--- config.mk ---
export PLATFORM = sky130hd
export DESIGN_NAME = data_mem_arbiter
export DESIGN_NICKNAME = d
export VERILOG_FILES = /design/src/rtl/data_mem_arb_pkg.sv /design/src/rtl/rr_arbiter2.sv /design/src/rtl/data_mem_arbiter.sv
export SDC_FILE = /design/constraint.sdc
export NUM_CORES = 1
export LEC_CHECK = 0
export CELL_PAD_IN_SITES_DETAIL_PLACEMENT = 0
export CELL_PAD_IN_SITES_GLOBAL_PLACEMENT = 2
export CORE_ASPECT_RATIO = 0.75
export CORE_MARGIN = 2
export CORE_UTILIZATION = 23
export CTS_CLUSTER_SIZE = 16
export DETAILED_ROUTE_END_ITERATION = 8
export GPL_ROUTABILITY_DRIVEN = 0
export PLACE_DENSITY_LB_ADDON = 0.1
export RECOVER_POWER = 50
export SYNTH_ARGS = -nofsm -noshare
export SYNTH_HDL_FRONTEND = slang
export SYNTH_SLANG_ARGS = --single-unit
--- constraint.sdc ---
create_clock -name clk -period 4.9 [get_ports clk]
set_input_delay 0.98 -clock clk [delete_from_list [all_inputs] [get_ports clk]]
set_output_delay 0.98 -clock clk [all_outputs]
set_load 0.005 [all_outputs]
--- src/rtl/data_mem_arb_pkg.sv ---
// Shared types for the data-memory arbiter.
// Command bundle carried from the grant point into the memory stage.
package data_mem_arb_pkg;

   localparam int DATA_W = 32;
   localparam int ADDR_W = 32;
   localparam int DEPTH  = 65;

   typedef enum logic {
      REQ_CPU = 1'b0,
      REQ_AUX = 1'b1
   } req_id_e;

   typedef struct packed {
      req_id_e           id;
      logic              we;
      logic [ADDR_W-1:0] addr;
      logic [DATA_W-1:0] wdata;
      logic              err;
   } cmd_t;

endpackage

--- src/rtl/rr_arbiter2.sv ---
// Two-way round-robin grant.
// On a tie the port not granted last wins.
module rr_arbiter2
   import data_mem_arb_pkg::*;
(
   input  logic       clk,
   input  logic       rst_n,
   input  logic [1:0] valid,
   input  logic       accept,
   output logic [1:0] grant
);

   req_id_e last;

   always_comb begin
      grant = 2'b00;
      case (valid)
         2'b01:   grant = 2'b01;
         2'b10:   grant = 2'b10;
         2'b11:   grant = (last == REQ_AUX) ? 2'b01 : 2'b10;
         default: grant = 2'b00;
      endcase
   end

   // Reset to "AUX granted last" so the CPU wins the first tie.
   always_ff @(posedge clk) begin
      if (!rst_n) begin
         last <= REQ_AUX;
      end else if (accept) begin
         last <= grant[1] ? REQ_AUX : REQ_CPU;
      end
   end

endmodule

--- src/rtl/data_mem_arbiter.sv ---
// Shares a single-ported data memory between CPU and aux master.
// Accept -> command (strobes) -> response, one access per cycle.
module data_mem_arbiter #(
   parameter int DATA_W = data_mem_arb_pkg::DATA_W,
   parameter int ADDR_W = data_mem_arb_pkg::ADDR_W,
   parameter int DEPTH  = data_mem_arb_pkg::DEPTH
) (
   input  logic              clk,
   input  logic              rst_n,
   input  logic              req0_valid,
   input  logic              req0_we,
   input  logic [ADDR_W-1:0] req0_addr,
   input  logic [DATA_W-1:0] req0_wdata,
   output logic              req0_ready,
   input  logic              req1_valid,
   input  logic              req1_we,
   input  logic [ADDR_W-1:0] req1_addr,
   input  logic [DATA_W-1:0] req1_wdata,
   output logic              req1_ready,
   output logic              rsp0_valid,
   output logic [DATA_W-1:0] rsp0_rdata,
   output logic              rsp0_err,
   output logic              rsp1_valid,
   output logic [DATA_W-1:0] rsp1_rdata,
   output logic              rsp1_err,
   output logic [ADDR_W-1:0] mem_address,
   output logic [DATA_W-1:0] mem_writeData,
   output logic              mem_memRead,
   output logic              mem_memWrite,
   input  logic [DATA_W-1:0] mem_readData
);

   import data_mem_arb_pkg::*;

   logic [1:0] gnt;
   logic [1:0] ready;
   logic       acc;
   logic       sel;
   logic       cmd_vld;
   logic       rd_hit;
   cmd_t       nxt;
   cmd_t       cmd;

   rr_arbiter2 u_arb (
      .clk    (clk),
      .rst_n  (rst_n),
      .valid  ({req1_valid, req0_valid}),
      .accept (acc),
      .grant  (gnt)
   );

   assign ready      = rst_n ? gnt : 2'b00;
   assign req0_ready = ready[0];
   assign req1_ready = ready[1];
   assign acc        = |ready;
   assign sel        = ready[1];

   always_comb begin
      nxt       = '0;
      nxt.id    = sel ? REQ_AUX : REQ_CPU;
      nxt.we    = sel ? req1_we : req0_we;
      nxt.addr  = sel ? req1_addr : req0_addr;
      nxt.wdata = sel ? req1_wdata : req0_wdata;
      nxt.err   = (nxt.addr >= ADDR_W'(DEPTH));
   end

   // addr/wdata only move for in-range accesses, so the memory
   // bus holds its last value on idle and error cycles.
   always_ff @(posedge clk) begin
      if (!rst_n) begin
         cmd_vld      <= 1'b0;
         cmd          <= '0;
         mem_memRead  <= 1'b0;
         mem_memWrite <= 1'b0;
      end else begin
         cmd_vld      <= acc;
         mem_memRead  <= acc && !nxt.err && !nxt.we;
         mem_memWrite <= acc && !nxt.err && nxt.we;
         if (acc) begin
            cmd.id  <= nxt.id;
            cmd.we  <= nxt.we;
            cmd.err <= nxt.err;
            if (!nxt.err) begin
               cmd.addr  <= nxt.addr;
               cmd.wdata <= nxt.wdata;
            end
         end
      end
   end

   assign mem_address   = cmd.addr;
   assign mem_writeData = cmd.wdata;
   assign rd_hit        = cmd_vld && !cmd.we && !cmd.err;

   always_ff @(posedge clk) begin
      if (!rst_n) begin
         rsp0_valid <= 1'b0;
         rsp0_rdata <= '0;
         rsp0_err   <= 1'b0;
         rsp1_valid <= 1'b0;
         rsp1_rdata <= '0;
         rsp1_err   <= 1'b0;
      end else begin
         rsp0_valid <= cmd_vld && (cmd.id == REQ_CPU);
         rsp0_err   <= cmd_vld && (cmd.id == REQ_CPU) && cmd.err;
         rsp0_rdata <= (rd_hit && cmd.id == REQ_CPU) ? mem_readData : '0;
         rsp1_valid <= cmd_vld && (cmd.id == REQ_AUX);
         rsp1_err   <= cmd_vld && (cmd.id == REQ_AUX) && cmd.err;
         rsp1_rdata <= (rd_hit && cmd.id == REQ_AUX) ? mem_readData : '0;
      end
   end

endmodule

==> metrics.csv, run 1 <==
metric,value,unit
run status,completed,
worst vdd ir,0.181,mV
Max-Cap Viols,0,
chip height,135,microns
most frequent cells in the layout,"169 x clkdlybuf4s50_1, 139 x dfxtp_1, 131 x dlygate4sd3_1",
Sink Count,139,
final worst path period share,77.9,%
register bit total from synthesis,139,
DRT Pass-1 Iters,4,
Synthesis Warnings,0,
IO Pins,302,
Synth area leader,dfxtp_1,
post-route ant nets,0,
Register Area,0.00278,sq mm
top post-synthesis cells by area,"dfxtp_1 53%, mux2i_1 15%, buf_4 9.2%",
setup violators final,0,
layout cell share with drive strength beyond 1,5.93,%
CP max FO,8,
Final Hold Fails,0,
die width,178,microns
register area share after synthesis,53.1,%
RSZ-0062 raised after global routing,false,
Critical Path Start Type,primary input,
GRT overflow,0,
CTS Hold Bufs,0,
diode count,0,
via count,4112,
Worst Clk Skew,0.00793,ns
CTS resizes,0,
Slew @ Worst Pin,0.705,ns
overall routed net length,15900,microns
largest net degree at the start of global routing,71,
Initial Util,23.6,%
# fillers,2143,
area of the multi-input gates,0.00185,sq mm
Vias/cell,3.97,
Tot GR Track Use,13.1,%
CTS Buf Count,17,
CTS tree,yes,
Clock Latency Late Sink,0.41,ns
first-pass GRT wire length,23900,microns
Setup Total Neg Slack,0,ns
DP Wirelength,12100,microns
Die ar.,0.0240,sq mm
Post-DP Area,0.00806,sq mm
DR WL/cell,15.4,microns
DRC viols,0,
Syn Nets,659,
site row count,47,
Worst-path clk slew,0.06,ns
Worst Path Arrival,2.84,ns
CP required,3.92,ns
vias in the first global route,4174,
Post-CTS Setup Bufs,0,
post-layout net count,895,
"Slew Viols, Final",0,
CP Capture Type,output port,
top cell type's share of synthesized area,53.1,%
buffers added on ports,301,
Netlist cell types,33,
critical path class,in -> out,
Mean Syn Cell Area,10.6,sq um
Max-Slew Margin vs Limit,53.0,%
"most common cell after layout, fill and taps aside",clkdlybuf4s50_1,
H-tree levels,4,
area grow syn2layout,65.0,%
Clock Path Buffers,2,
Mapped Cells,493,
Hold WC Path Type,reg -> reg,
root buffer cell,clkbuf_16,
First DRT Iteration DRCs,122,
Final Cell Area,0.00864,sq mm
minimum clock period,3.82,ns
leak pwr,0.00421,uW
initial antenna violation count,0,
Post-Synthesis Cell Area,0.00524,sq mm
Max Fclk,262,MHz
core area,0.0222,sq mm
PD cells,306,mW/mm^2
==> report_power, final <==
group          switching [uW]  internal [uW]  leakage (uW)
clock network             541            718      0.000277
logic                    72.3            159       0.00281
registers                5.75           1140       0.00112
total                     619           2020       0.00421
==> cell type report <==
cell class,count,share of cell area (%)
timing repair buffer,307,35.3
inverter,2,0.0869
multi-input combinational,262,21.4
sequential,139,32.2
clock inverter,15,1.77
clock buffer,17,4.92
tap,294,4.26
==> layer usage <==
metal / vias to the layer above / wire, microns / track usage (%)
li1: 2061 / - / -
met1: 1879 / 6910 / 15.8
met2: 158 / 7460 / 21.7
met3: 14 / 1300 / 4.84
met4: 0 / 241 / 4.29
met5: - / 0 / 0
==> worst max-delay path: stages <==
cell,delay [ns]
dlygate4sd3_1,0.61
a21boi_1,0.29
nand2_2,0.20
inv_1,0.20
clkdlybuf4s50_1,0.54
==> Yosys cell counts <==
cell type and instances:
a211oi_1 1, a21bo_2 1, a21boi_1 1, a21oi_1 1
and2_1 67, and3_1 27, buf_1 1, buf_2 3
buf_4 64, buf_6 5, clkbuf_1 17, dfxtp_1 139
inv_1 2, mux2i_1 79, nand2_1 45, nand2b_1 1
nand3_1 5, nand4_1 1, nor2_1 5, nor3_1 3
nor3_2 1, nor3b_1 1, nor4_1 11, o2111ai_1 1
o211a_1 1, o211ai_1 1, o21a_1 1, o21ai_0 1
o21ai_1 1, o22ai_1 1, o31a_1 2, o32ai_1 1
or4_1 2
==> path summary, 6_finish.rpt <==
| check | slack, ns | cells after the start | end | startpoint |
|---|---|---|---|---|
| setup reg to reg | 2.46 | 7 | mem_writeData[1] | u_arb.last |
| hold / removal | 0.45 | 2 | mem_writeData[27] | mem_writeData[27] |
| hold reg to reg | 0.45 | 2 | mem_writeData[27] | mem_writeData[27] |
| setup / recovery | 1.08 | 5 | req1_ready | req0_valid |
==> registers in the layout (all words and copies together), names as in the netlist, 3 cells and up <==
| signal | cells |
|---|---|
| mem_address | 32 |
| mem_writeData | 32 |
| cmd | 3 |
| rsp0_rdata | 32 |
| rsp1_rdata | 32 |
==> stage by stage <==
step / hold slack [ns] / power [uW] / cells / setup slack (ns) / util (%)
2_1_floorplan: 0.437 / 1230 / 493 / 1.76 / -
3_3_place_gp: 0.446 / 1410 / 1004 / 1.22 / 36.3
3_5_place_dp: 0.452 / 1410 / 1004 / 1.17 / 36.3
4_1_cts: 0.462 / 2700 / 1036 / 1.16 / 38.9
5_1_grt: 0.477 / 2760 / 1036 / 0.945 / 38.9
6_report: 0.455 / 2640 / 1036 / 1.08 / 38.9
==> logic make-up after synthesis <==
| logic type | Yosys count | synth area share, % |
|---|---|---|
| compound gates | 14 | 2.03 |
| flops | 139 | 53.1 |
| mux | 79 | 15.1 |
| buf+inv | 92 | 12.0 |
| simple gates | 169 | 17.8 |
Power figures use the tool's default switching activity.
==> run 2: changes to the inputs <==
Settings changed: CORE_UTILIZATION 23 to 21.
Clock period 4.9 ns to 3.6 ns, I/O delays scaled along.
==> run 2 against run 1 <==
- setup slack got worse by 0.65 ns
- total power rose by 43%
- register-to-register slack got worse by 1.1 ns
- sequential share of layout area fell by 0.44 points
- highest routed layer unchanged
==> metrics.csv, run 2 (same netlist as run 1, synthesis figures left out) <==
metric,value,unit,change
Max-Slew Margin vs Limit,8.79,%,-44 points
Die ar.,0.0262,sq mm,+9.3%
Worst-path clk slew,0.06,ns,about the same
post-layout net count,897,,+0.22%
vias in the first global route,4363,,+4.5%
Clock Path Buffers,2,,unchanged
critical path class,in -> out,,
largest net degree at the start of global routing,52,,-27%
cell-internal power,2950,uW,+46%
First DRT Iteration DRCs,96,,-21%
Post-CTS Setup Bufs,0,,unchanged
PD cells,431,mW/mm^2,+41%
DRT Pass-1 Iters,4,,unchanged
first-pass GRT wire length,24600,microns,+3.3%
Sink Count,139,,unchanged
Max-Cap Viols,0,,unchanged
final hold slack,0.459,ns,+0.00433 ns
CTS tree,yes,,
most frequent cells in the layout,"234 x clkdlybuf4s50_1, 139 x dfxtp_1, 79 x mux2i_1",,
via count,4115,,+0.073%
DRC viols,0,,unchanged
CTS resizes,0,,unchanged
Max Fclk,316,MHz,
die width,186,microns,+4.6%
initial antenna violation count,0,,unchanged
minimum clock period,3.17,ns,
GRT overflow,0,,unchanged
Tot GR Track Use,12.2,%,-0.92 points
DR WL/cell,14.7,microns,-4.3%
Worst Path Arrival,2.45,ns,-0.39 ns
Post-DP Area,0.00815,sq mm,+1.0%
Clock Latency Late Sink,0.42,ns,about the same
pre-CTS setup slack,0.353,ns,-0.816 ns
sequential share of power,41.4,%,-2.1 points
root buffer cell,clkbuf_16,,
final worst path period share,88.0,%,
Initial Util,21.2,%,-2.4 points
CP Capture Type,output port,,
overall routed net length,15900,microns,about the same
combinational share of power,8.5,%,-0.3 points
Final Cell Area,0.00876,sq mm,+1.4%
fin worst setup slack,0.433,ns,-0.649 ns
# fillers,2456,,+15%
CTS Buf Count,17,,unchanged
Final Hold Fails,0,,unchanged
H-tree levels,4,,unchanged
buffers added on ports,301,,unchanged
CP max FO,5,,-3
core area,0.0247,sq mm,+11%
Hold WC Path Type,reg -> reg,,
Vias/cell,3.80,,-4.2%
RSZ-0062 raised after global routing,false,,
Slew @ Worst Pin,1.37,ns,+0.663 ns
post-route ant nets,0,,unchanged
Psw,825,uW,+33%
setup violators final,0,,unchanged
Sw Share,21.8,%,-1.6 points
IO Pins,302,,unchanged
CTS Hold Bufs,0,,unchanged
CP required,2.88,ns,-1.04 ns
run status,completed,,
chip height,141,microns,+4.5%
Critical Path Start Type,primary input,,
site row count,50,,+6.4%
worst vdd ir,0.303,mV,+68%
leak pwr,0.00398,uW,-5.4%
"Slew Viols, Final",0,,unchanged
Setup Total Neg Slack,0,ns,unchanged
layout cell share with drive strength beyond 1,5.38,%,-0.55 points
area grow syn2layout,67.3,%,
Worst Clk Skew,0.0111,ns,+0.00316 ns
DP Wirelength,12300,microns,+1.6%
Clock power frac,50.2,%,+2.5 points
"most common cell after layout, fill and taps aside",clkdlybuf4s50_1,,
## run 2: cell count changes in the layout (fill, tap and decap cells not counted), moves of 2 or more
cell,previous run,this run
clkdlybuf4s50_1,169,234
dlygate4sd3_1,131,66
and2_0,0,30
and2_1,67,37
bufinv_16,1,4
clkbuf_1,1,4
buf_4,6,4
## run 2: critical path: stages
cell and delay [ns]:
clkdlybuf4s50_1 0.51, a21boi_1 0.31, nand2_2 0.14, inv_1 0.22
clkdlybuf4s50_1 0.55
## run 2: layout make-up
type | count | area, sq um | area share (%)
inverters | 2 | 7.51 | 0.0857
well taps | 338 | 423 | 4.83
clock buffers | 17 | 425 | 4.86
multi-input cells | 262 | 1840 | 21.0
flip-flops and latches | 139 | 2780 | 31.8
diodes | 1 | 2.50 | 0.0286
clock inverters | 14 | 210 | 2.40
repair buffers | 309 | 3070 | 35.0
## run 2: metrics by stage
stage	std cells	power, uW	util (%)
3_5_place_dp	1050	1930	33.0
3_3_place_gp	1050	1930	33.0
2_1_floorplan	493	1680	-
6_report	1082	3780	35.4
4_1_cts	1081	3850	35.5
5_1_grt	1081	3940	35.4
## run 2: path summary, 6_finish.rpt
check / startpoint / endpoint / slack, ns / depth (start not counted)
setup reg to reg: u_arb.last / mem_writeData[5] / 1.33 / 7
hold reg to reg: mem_writeData[11] / mem_writeData[11] / 0.46 / 2
setup / recovery: req1_valid / req1_ready / 0.43 / 5
hold / removal: mem_writeData[11] / mem_writeData[11] / 0.46 / 2
## run 2: power by group through the flow
| stage | Clock, uW | Combinational [uW] | Sequential [uW] |
|---|---|---|---|
| 4_1_cts | 1960 | 332 | 1570 |
| 5_1_grt | 2030 | 347 | 1570 |
| 6_report | 1900 | 319 | 1560 |
| 3_3_place_gp | 0 | 329 | 1600 |
| 2_1_floorplan | 0 | 78.2 | 1600 |
| 3_5_place_dp | 0 | 331 | 1600 |
## run 2: routing by layer
metal	vias to the layer above	track usage [%]	wire [microns]
met3	6	5.40	1450
met5	-	0	0
li1	2061	-	-
met1	1877	14.3	6910
met2	171	20.4	7450
met4	0	3.16	99
